$ cat config.mk
export PLATFORM = sky130hd
export DESIGN_NAME = agu_lsq_buffer
export DESIGN_NICKNAME = d
export VERILOG_FILES = /design/src/rtl/agu_lsq_buffer.sv
export SDC_FILE = /design/constraint.sdc
export NUM_CORES = 1
export LEC_CHECK = 0
export CELL_PAD_IN_SITES_DETAIL_PLACEMENT = 0
export CELL_PAD_IN_SITES_GLOBAL_PLACEMENT = 1
export CORE_AREA = 3 3 236 238
export DETAILED_ROUTE_END_ITERATION = 6
export DIE_AREA = 0 0 239 241
export PLACE_DENSITY_LB_ADDON = 0.1
export SETUP_SLACK_MARGIN = 0.3
export SYNTH_ARGS = -nofsm -noshare
export SYNTH_HDL_FRONTEND = slang
export SYNTH_SLANG_ARGS = --single-unit
$ cat constraint.sdc
create_clock -name clk -period 7.6 [get_ports clk]
set_clock_uncertainty 0.05 [all_clocks]
set_input_delay 1.52 -clock clk [delete_from_list [all_inputs] [get_ports clk]]
set_output_delay 1.52 -clock clk [all_outputs]
set_load 0.01 [all_outputs]
$ cat src/rtl/agu_lsq_buffer.sv
// agu_lsq_buffer
//   In-order collapsing buffer between the load/store address adder and the
//   load/store queue. Slot 0 always holds the oldest packet. Entries are
//   squashed on a branch-recovery flush and have dependency bits cleared when
//   a branch resolves correctly.
//
// Optional feature: define AGU_BUF_BYPASS_EN to let an incoming packet reach
//   out_* combinationally when the buffer is empty and the LSQ is ready.
//
// Ports
//   clk, rst                 clock / asynchronous active-low reset
//   in_valid, in_ready       adder-side handshake
//   in_addr .. in_dep_tags   incoming packet fields
//   out_valid, out_ready     LSQ-side handshake
//   out_addr .. out_dep_tags head packet fields (driven from slot 0)
//   flush, recover_idx, depen_rob     squash request
//   resolve_valid, resolve_idx        dependency-slot release
//   count                    registered occupancy
module agu_lsq_buffer #(
    parameter int DEPTH     = 4,
    parameter int ROB_IDX_W = 6,
    parameter int EBR_NUM   = 4,
    parameter int EBR_IDX_W = 2
) (
    input  logic                           clk,
    input  logic                           rst,
    input  logic                           in_valid,
    output logic                           in_ready,
    input  logic [31:0]                    in_addr,
    input  logic [31:0]                    in_wdata,
    input  logic [ROB_IDX_W-1:0]           in_rob_idx,
    input  logic                           in_is_store,
    input  logic [2:0]                     in_funct3,
    input  logic [EBR_NUM-1:0]             in_dep_valid,
    input  logic [EBR_NUM*ROB_IDX_W-1:0]   in_dep_tags,
    output logic                           out_valid,
    output logic [31:0]                    out_addr,
    output logic [31:0]                    out_wdata,
    output logic [ROB_IDX_W-1:0]           out_rob_idx,
    output logic                           out_is_store,
    output logic [2:0]                     out_funct3,
    output logic [EBR_NUM-1:0]             out_dep_valid,
    output logic [EBR_NUM*ROB_IDX_W-1:0]   out_dep_tags,
    input  logic                           out_ready,
    input  logic                           flush,
    input  logic [EBR_IDX_W-1:0]           recover_idx,
    input  logic [ROB_IDX_W-1:0]           depen_rob,
    input  logic                           resolve_valid,
    input  logic [EBR_IDX_W-1:0]           resolve_idx,
    output logic [$clog2(DEPTH):0]         count
);

    localparam int CW = $clog2(DEPTH) + 1;

    typedef struct packed {
        logic [31:0]                  addr;
        logic [31:0]                  wdata;
        logic [ROB_IDX_W-1:0]         rob_idx;
        logic                         is_store;
        logic [2:0]                   funct3;
        logic [EBR_NUM-1:0]           dep_valid;
        logic [EBR_NUM*ROB_IDX_W-1:0] dep_tags;
    } pkt_t;

    pkt_t             ent_q [DEPTH];
    pkt_t             ent_d [DEPTH];
    logic [DEPTH-1:0] vld_q, vld_d;
    logic [CW-1:0]    cnt_q, cnt_d;

    pkt_t               in_pkt, in_pkt_r, out_pkt;
    logic               in_sq, head_ok, fire, byp;
    logic [EBR_NUM-1:0] res_keep;

    // Squash test always uses the stored (pre-resolve) dependency bits.
    function automatic logic sq_match(input logic fl,
                                      input logic [EBR_IDX_W-1:0] ri,
                                      input logic [ROB_IDX_W-1:0] dr,
                                      input pkt_t p);
        return fl && p.dep_valid[ri] &&
               (p.dep_tags[int'(ri)*ROB_IDX_W +: ROB_IDX_W] == dr);
    endfunction

    always_comb begin
        res_keep = '1;
        if (resolve_valid) res_keep[resolve_idx] = 1'b0;
    end

    always_comb begin
        in_pkt.addr      = in_addr;
        in_pkt.wdata     = in_wdata;
        in_pkt.rob_idx   = in_rob_idx;
        in_pkt.is_store  = in_is_store;
        in_pkt.funct3    = in_funct3;
        in_pkt.dep_valid = in_dep_valid;
        in_pkt.dep_tags  = in_dep_tags;
        in_pkt_r           = in_pkt;
        in_pkt_r.dep_valid = in_dep_valid & res_keep;
    end

    assign in_sq    = sq_match(flush, recover_idx, depen_rob, in_pkt);
    assign head_ok  = vld_q[0] && !sq_match(flush, recover_idx, depen_rob, ent_q[0]);
    assign in_ready = (cnt_q < CW'(DEPTH));
    assign count    = cnt_q;

`ifdef AGU_BUF_BYPASS_EN
    assign byp = (cnt_q == '0) && in_valid && !in_sq && out_ready;
`else
    assign byp = 1'b0;
`endif

    assign fire      = head_ok && out_ready;
    assign out_valid = head_ok || byp;
    assign out_pkt   = byp ? in_pkt_r : ent_q[0];

    assign out_addr      = out_pkt.addr;
    assign out_wdata     = out_pkt.wdata;
    assign out_rob_idx   = out_pkt.rob_idx;
    assign out_is_store  = out_pkt.is_store;
    assign out_funct3    = out_pkt.funct3;
    assign out_dep_valid = out_pkt.dep_valid;
    assign out_dep_tags  = out_pkt.dep_tags;

    // Pop, squash, append and compaction folded into one pass: survivors are
    // written to the next free slot in age order, then the new packet lands
    // behind them. Unused slots are zeroed so slot 0 is never X.
    always_comb begin
        logic [CW-1:0] n;
        n     = '0;
        vld_d = '0;
        for (int unsigned i = 0; i < DEPTH; i++) ent_d[i] = '0;
        for (int unsigned i = 0; i < DEPTH; i++) begin
            if (vld_q[i] && !sq_match(flush, recover_idx, depen_rob, ent_q[i])
                && !(i == 0 && fire)) begin
                ent_d[n[CW-2:0]]           = ent_q[i];
                ent_d[n[CW-2:0]].dep_valid = ent_q[i].dep_valid & res_keep;
                vld_d[n[CW-2:0]]           = 1'b1;
                n                          = n + CW'(1);
            end
        end
        if (in_valid && in_ready && !in_sq && !byp && (n < CW'(DEPTH))) begin
            ent_d[n[CW-2:0]] = in_pkt_r;
            vld_d[n[CW-2:0]] = 1'b1;
            n                = n + CW'(1);
        end
        cnt_d = n;
    end

    always_ff @(posedge clk or negedge rst) begin
        if (!rst) begin
            vld_q <= '0;
            cnt_q <= '0;
            for (int unsigned i = 0; i < DEPTH; i++) ent_q[i] <= '0;
        end else begin
            vld_q <= vld_d;
            cnt_q <= cnt_d;
            for (int unsigned i = 0; i < DEPTH; i++) ent_q[i] <= ent_d[i];
        end
    end

endmodule

Word-level counts from Yosys, hierarchy flattened
Index checks and enable logic that the tools add are counted.
- register bits after elaboration: 415
- bits of input ports: 118
- $add $sub $neg: 4
- multipliers: 1
- magnitude comparators: 21
- equality and inequality tests: 5
- shifts and indexed selects: 5
- mux-type cells: 57
- bitwise gates (word level): 14
- reduce and logical (&&, ||, !) cells: 34
- operators by type and width (cell ; count):
    408-bit bitwise mux ; 7
    408-bit 2-to-1 mux ; 4
    102-bit demux with 2-bit select ; 7
    102-bit 2-to-1 mux ; 5
    24-bit by 32-bit indexed part select with 6-bit output ; 4
    28-bit 2-to-1 mux ; 3
    6-bit == test ; 5
    1-bit logical AND ; 28
    24-bit by 6-bit indexed part select with 6-bit output ; 1
    4-bit bitwise AND ; 5
    4-bit 2-to-1 mux ; 5
    2-bit by 3-bit < comparator with 1-bit output, second input constant ; 6
    3-bit by 1-bit adder with 3-bit output, second input constant ; 4
    3-bit greater-or-equal comparator, second input constant ; 4
    3-bit by 1-bit < comparator with 1-bit output, second input constant ; 4
    1-bit 2-to-1 mux ; 12
    3-bit 2-to-1 mux ; 4
    2-bit inverter with 3-bit output ; 4
    4-bit bitwise OR ; 3
    1-bit binary-select mux with 2-bit select ; 5
    1-bit demux with 2-bit select ; 5
    2-bit by 1-bit greater-or-equal comparator with 1-bit output, second input constant ; 5
    1-bit zero test ; 6
    3-bit < comparator, second input constant ; 2
    3 further kinds ; 3

Depth between registers and ports, before layout
- depth in word-level cells: 26
- depth in mapped cells: 27
- mapped depth without buffers: 15

Least setup slack after synthesis
Ideal clock, no wire load.
- kind: input -> register
- start: input port recover_idx[0]
- end: register, netlist name ent_q[10]
- library setup time: 141 ps
- arrival: 6098 ps
- path slack: 1311 ps
- stages on the path: 24
- path buffers: 10
- cell sequence: buf_6 buf_8 buf_6 buf_4 nor2_1 mux2_2 o31ai_1 a2111oi_4 nor2_2 buf_2 buf_2 inv_1 ha_1 nand2_1 a211oi_1 clkbuf_1 clkbuf_1 inv_1 ha_1 nand3_1 nand4_1 buf_2 clkbuf_1 a31oi_1
- RTL lines (item ; RTL line ; text):
    start: declaration ; 46 ; input logic [EBR_IDX_W-1:0] recover_idx,

==> impl_metrics.yaml <==
synth:
  synth_top_area_cell: "dfrtp_1"
  syn_nets: 2860
  syn_inst: 2728
  syn_area_per_cell_sq_um: 8.81
  synth_common_cells: "dfrtp_1, nand2_1, o21ai_0, nor2_1, nand3_1"
  synth.distinct_cells: 51
  syn_area_sq_um: 24000
  synth-main-ff-cell: "dfrtp_1"
  synth_edf_count: 0
  ys_async_sr_fraction: 1.00
  ys.warnings.count: 0
  yosysMostFrequentCell: "dfrtp_1"
  synth_area_leaders: "dfrtp_1, nand2_1, o21ai_0"
  ys_seq_area_frac: 0.432
  yosysTopAreaCellShare: 0.432
  ys_ff_latch: 415
power:
  power.net_switching_mw: 3.85
  p_clk_frac: 0.255
  seq_power_share: 0.361
  totalPowerFinal_mw: 9.61
  swShare: 0.400
  cellPowerDensity_nw_per_um2: 346
  p_leak_nw: 11.2
  p_int_mw: 5.77
  vdd_drop_max_v: 0.000274
  power_frac_comb: 0.384
grt:
  grt_pass1_vias: 22800
  antenna_found_initial: 4
  grt_pass1_wl_mm: 143
  overflow: 0
  grt_max_degree: 159
  grt.total_usage: 0.322
drt:
  route.detailed.drc: 0
  drt_wl_total_mm: 95.2
  ant_nets: 0
  drt_first_iter_violations: 2575
  route.vias.total: 23200
  wire_per_inst_um: 27.8
  vias_per_cell: 6.78
  drtPass1Iterations: 6
die:
  row_count: 85
  start_util: 0.447
  pin_count: 225
  dieArea_sq_um: 57600
  fp.dieW_um: 239
  coreArea_sq_um: 53800
  die_h_um: 241
min_path:
  whs_path_depth: 2
  hold_path.class: "reg -> reg"
timing:
  rsz0062_at_grt: "false"
  fin_crit_ns: 6.29
  hold_viol: 0
  timing.fmax_ghz: 0.159
  fin_crit_sh: 0.828
  worst_slack_ns: 1.31
  drv_slew: 0
  worst_slew_pin_slew_ns: 1.13
  finalSetupViolCount: 0
  worst_hold_slack_ns: 0.528
  setup_tns_ns: 0
  max_slew_margin: 0.249
clock_network:
  clkSlewWorstSetupHoldPaths_ns: 0.06
  ctsHoldBuffers: 0
  cts-resized-gates: 0
  htreeDepth: 2
  post_cts_buffers: 0
  cts_buffers: 49
  cts_tree: "done"
  clk_latency_ns: 0.60
  clock_tree.buffer_depth: 3
  cts_root_buf: "clkbuf_16"
  cts.sinks: 415
worst_setup_path:
  r2r_cells: 15
  path_cells: "buf_2 -> mux4_2 -> xor2_1 -> nor4_2 -> nand2_1 -> nand2_1 -> inv_1 -> fa_1 -> ha_1 -> inv_1 -> ha_1 -> nand3_1 -> nand4_1 -> buf_4 -> o21ai_0 -> a21oi_1"
  cp-end-kind: "flip-flop"
  crit_required_ns: 8.01
  worst-path-stages: 16
  cp_slowest_stage_delay_ns: 0.63
  cp_num_buf_inv: 4
  worstPathMaxFanout: 25
  crit_path_start_kind: "primary input"
  cpMaxStageDelayCell: "fa_1"
  cp.arrival_ns: 6.70
  crit_type: "in -> reg"
  path_delay_family: "simple AND/OR/NAND/NOR gates"
layout:
  layout-drive-gt1-share: 0.0958
  fillers: 4836
  area_delta_synth_final_pct: 15.6
  finalNonFillerCells: 3424
  nets: 2818
place:
  pre_cts_ws_ns: 0.735
  dp.cells: 3331
  gp_congestion: 0.862
  hpwl_mm: 52.1
  io_buffers: 224
outcome:
  status: "finished clean"
job:
  drv_cap: 0
worst min-delay path: cells and delay by family (launching register included):
kind            cells  cell delay [ns]
compound gates      1             0.07
flops               1             0.40
simple gates        1             0.07
routing by layer:
layer | vias to the layer above | track usage | part of all wire
met5 | - | 0 | 0.00036
met1 | 11700 | 0.448 | 0.42
met2 | 1387 | 0.492 | 0.45
met3 | 226 | 0.0737 | 0.10
met4 | 4 | 0.120 | 0.031
li1 | 9907 | - | -
path summary, 6_finish.rpt:
path	startpoint	end	slack [ns]
max reg2reg	ent_q[120]$_DFF_PN0_	ent_q[129]$_DFF_PN0_	2.39
max in group asynchronous	rst	out_wdata[21]$_DFF_PN0_	5.33
min	ent_q[84]$_DFF_PN0_	ent_q[186]$_DFF_PN0_	0.53
min reg2reg	ent_q[84]$_DFF_PN0_	ent_q[186]$_DFF_PN0_	0.53
max	recover_idx[0]	ent_q[129]$_DFF_PN0_	1.31
min in group asynchronous	rst	out_addr[22]$_DFF_PN0_	0.79
registers in the layout, summed over array words and instances (netlist names):
name,cells
out_dep_tags,24
out_dep_valid,4
out_is_store,1
vld_q,4
out_wdata,32
ent_q,306
out_funct3,3
count,3
out_addr,32
out_rob_idx,6
layout by cell type (no fill, tap or decap), types with 12 or more instances in the layout:
cell type        instances
o211ai_1                28
o21ai_0                284
a31oi_1                196
ha_1                    13
clkbuf_16               51
a221o_1                 29
buf_12                  28
clkdlybuf4s50_1        221
a221oi_1               112
nor2_1                 223
nand3_1                209
clkbuf_8                16
xnor2_1                 26
mux4_2                  24
inv_1                   13
buf_4                   36
nand2_1                386
a21oi_1                 68
dfrtp_1                415
mux2i_1                 21
o21ai_1                 77
a2bb2oi_1               78
a221oi_2                64
clkbuf_1                12
power groups by stage:
stage                     clock, mW  combinational, mW  sequential [mW]
final                          2.45               3.69             3.47
after global routing           2.57               3.96             3.54
after CTS                      2.48               3.64             3.45
after detailed placement          0               3.63             3.48
after global placement            0               3.55             3.46
after floorplan                   0               2.50             3.23
per-stage QoR:
stage | cell area (sq um) | utilization
floorplan | 24000 | -
global placement | 26100 | 0.485
detailed placement | 26100 | 0.485
CTS | 27800 | 0.516
global route | 27800 | 0.516
finish | 27800 | 0.516
kinds of logic after synthesis:
| group | Yosys count | synth area share |
|---|---|---|
| AO/OA/AOI/OAI | 954 | 0.278 |
| XOR/XNOR | 34 | 0.0124 |
| adder cells (fa/ha/maj) | 14 | 0.00760 |
| buffers and inverters | 394 | 0.0850 |
| flip-flops | 415 | 0.432 |
| multiplexers | 49 | 0.0331 |
| AND/OR/NAND/NOR | 868 | 0.152 |
layout make-up:
| cell class | instances | area (sq um) | share of cell area |
|---|---|---|---|
| Inverter | 13 | 48.8 | 0.00176 |
| Tap cell | 696 | 871 | 0.0313 |
| Antenna cell | 3 | 7.51 | 0.000270 |
| Sequential cell | 415 | 10400 | 0.374 |
| Clock buffer | 79 | 1540 | 0.0555 |
| Clock inverter | 11 | 114 | 0.00410 |
| Timing Repair Buffer | 288 | 3070 | 0.110 |
| Multi-Input combinational cell | 1919 | 11700 | 0.423 |
Note: power is estimated with default switching activity, not from simulation.
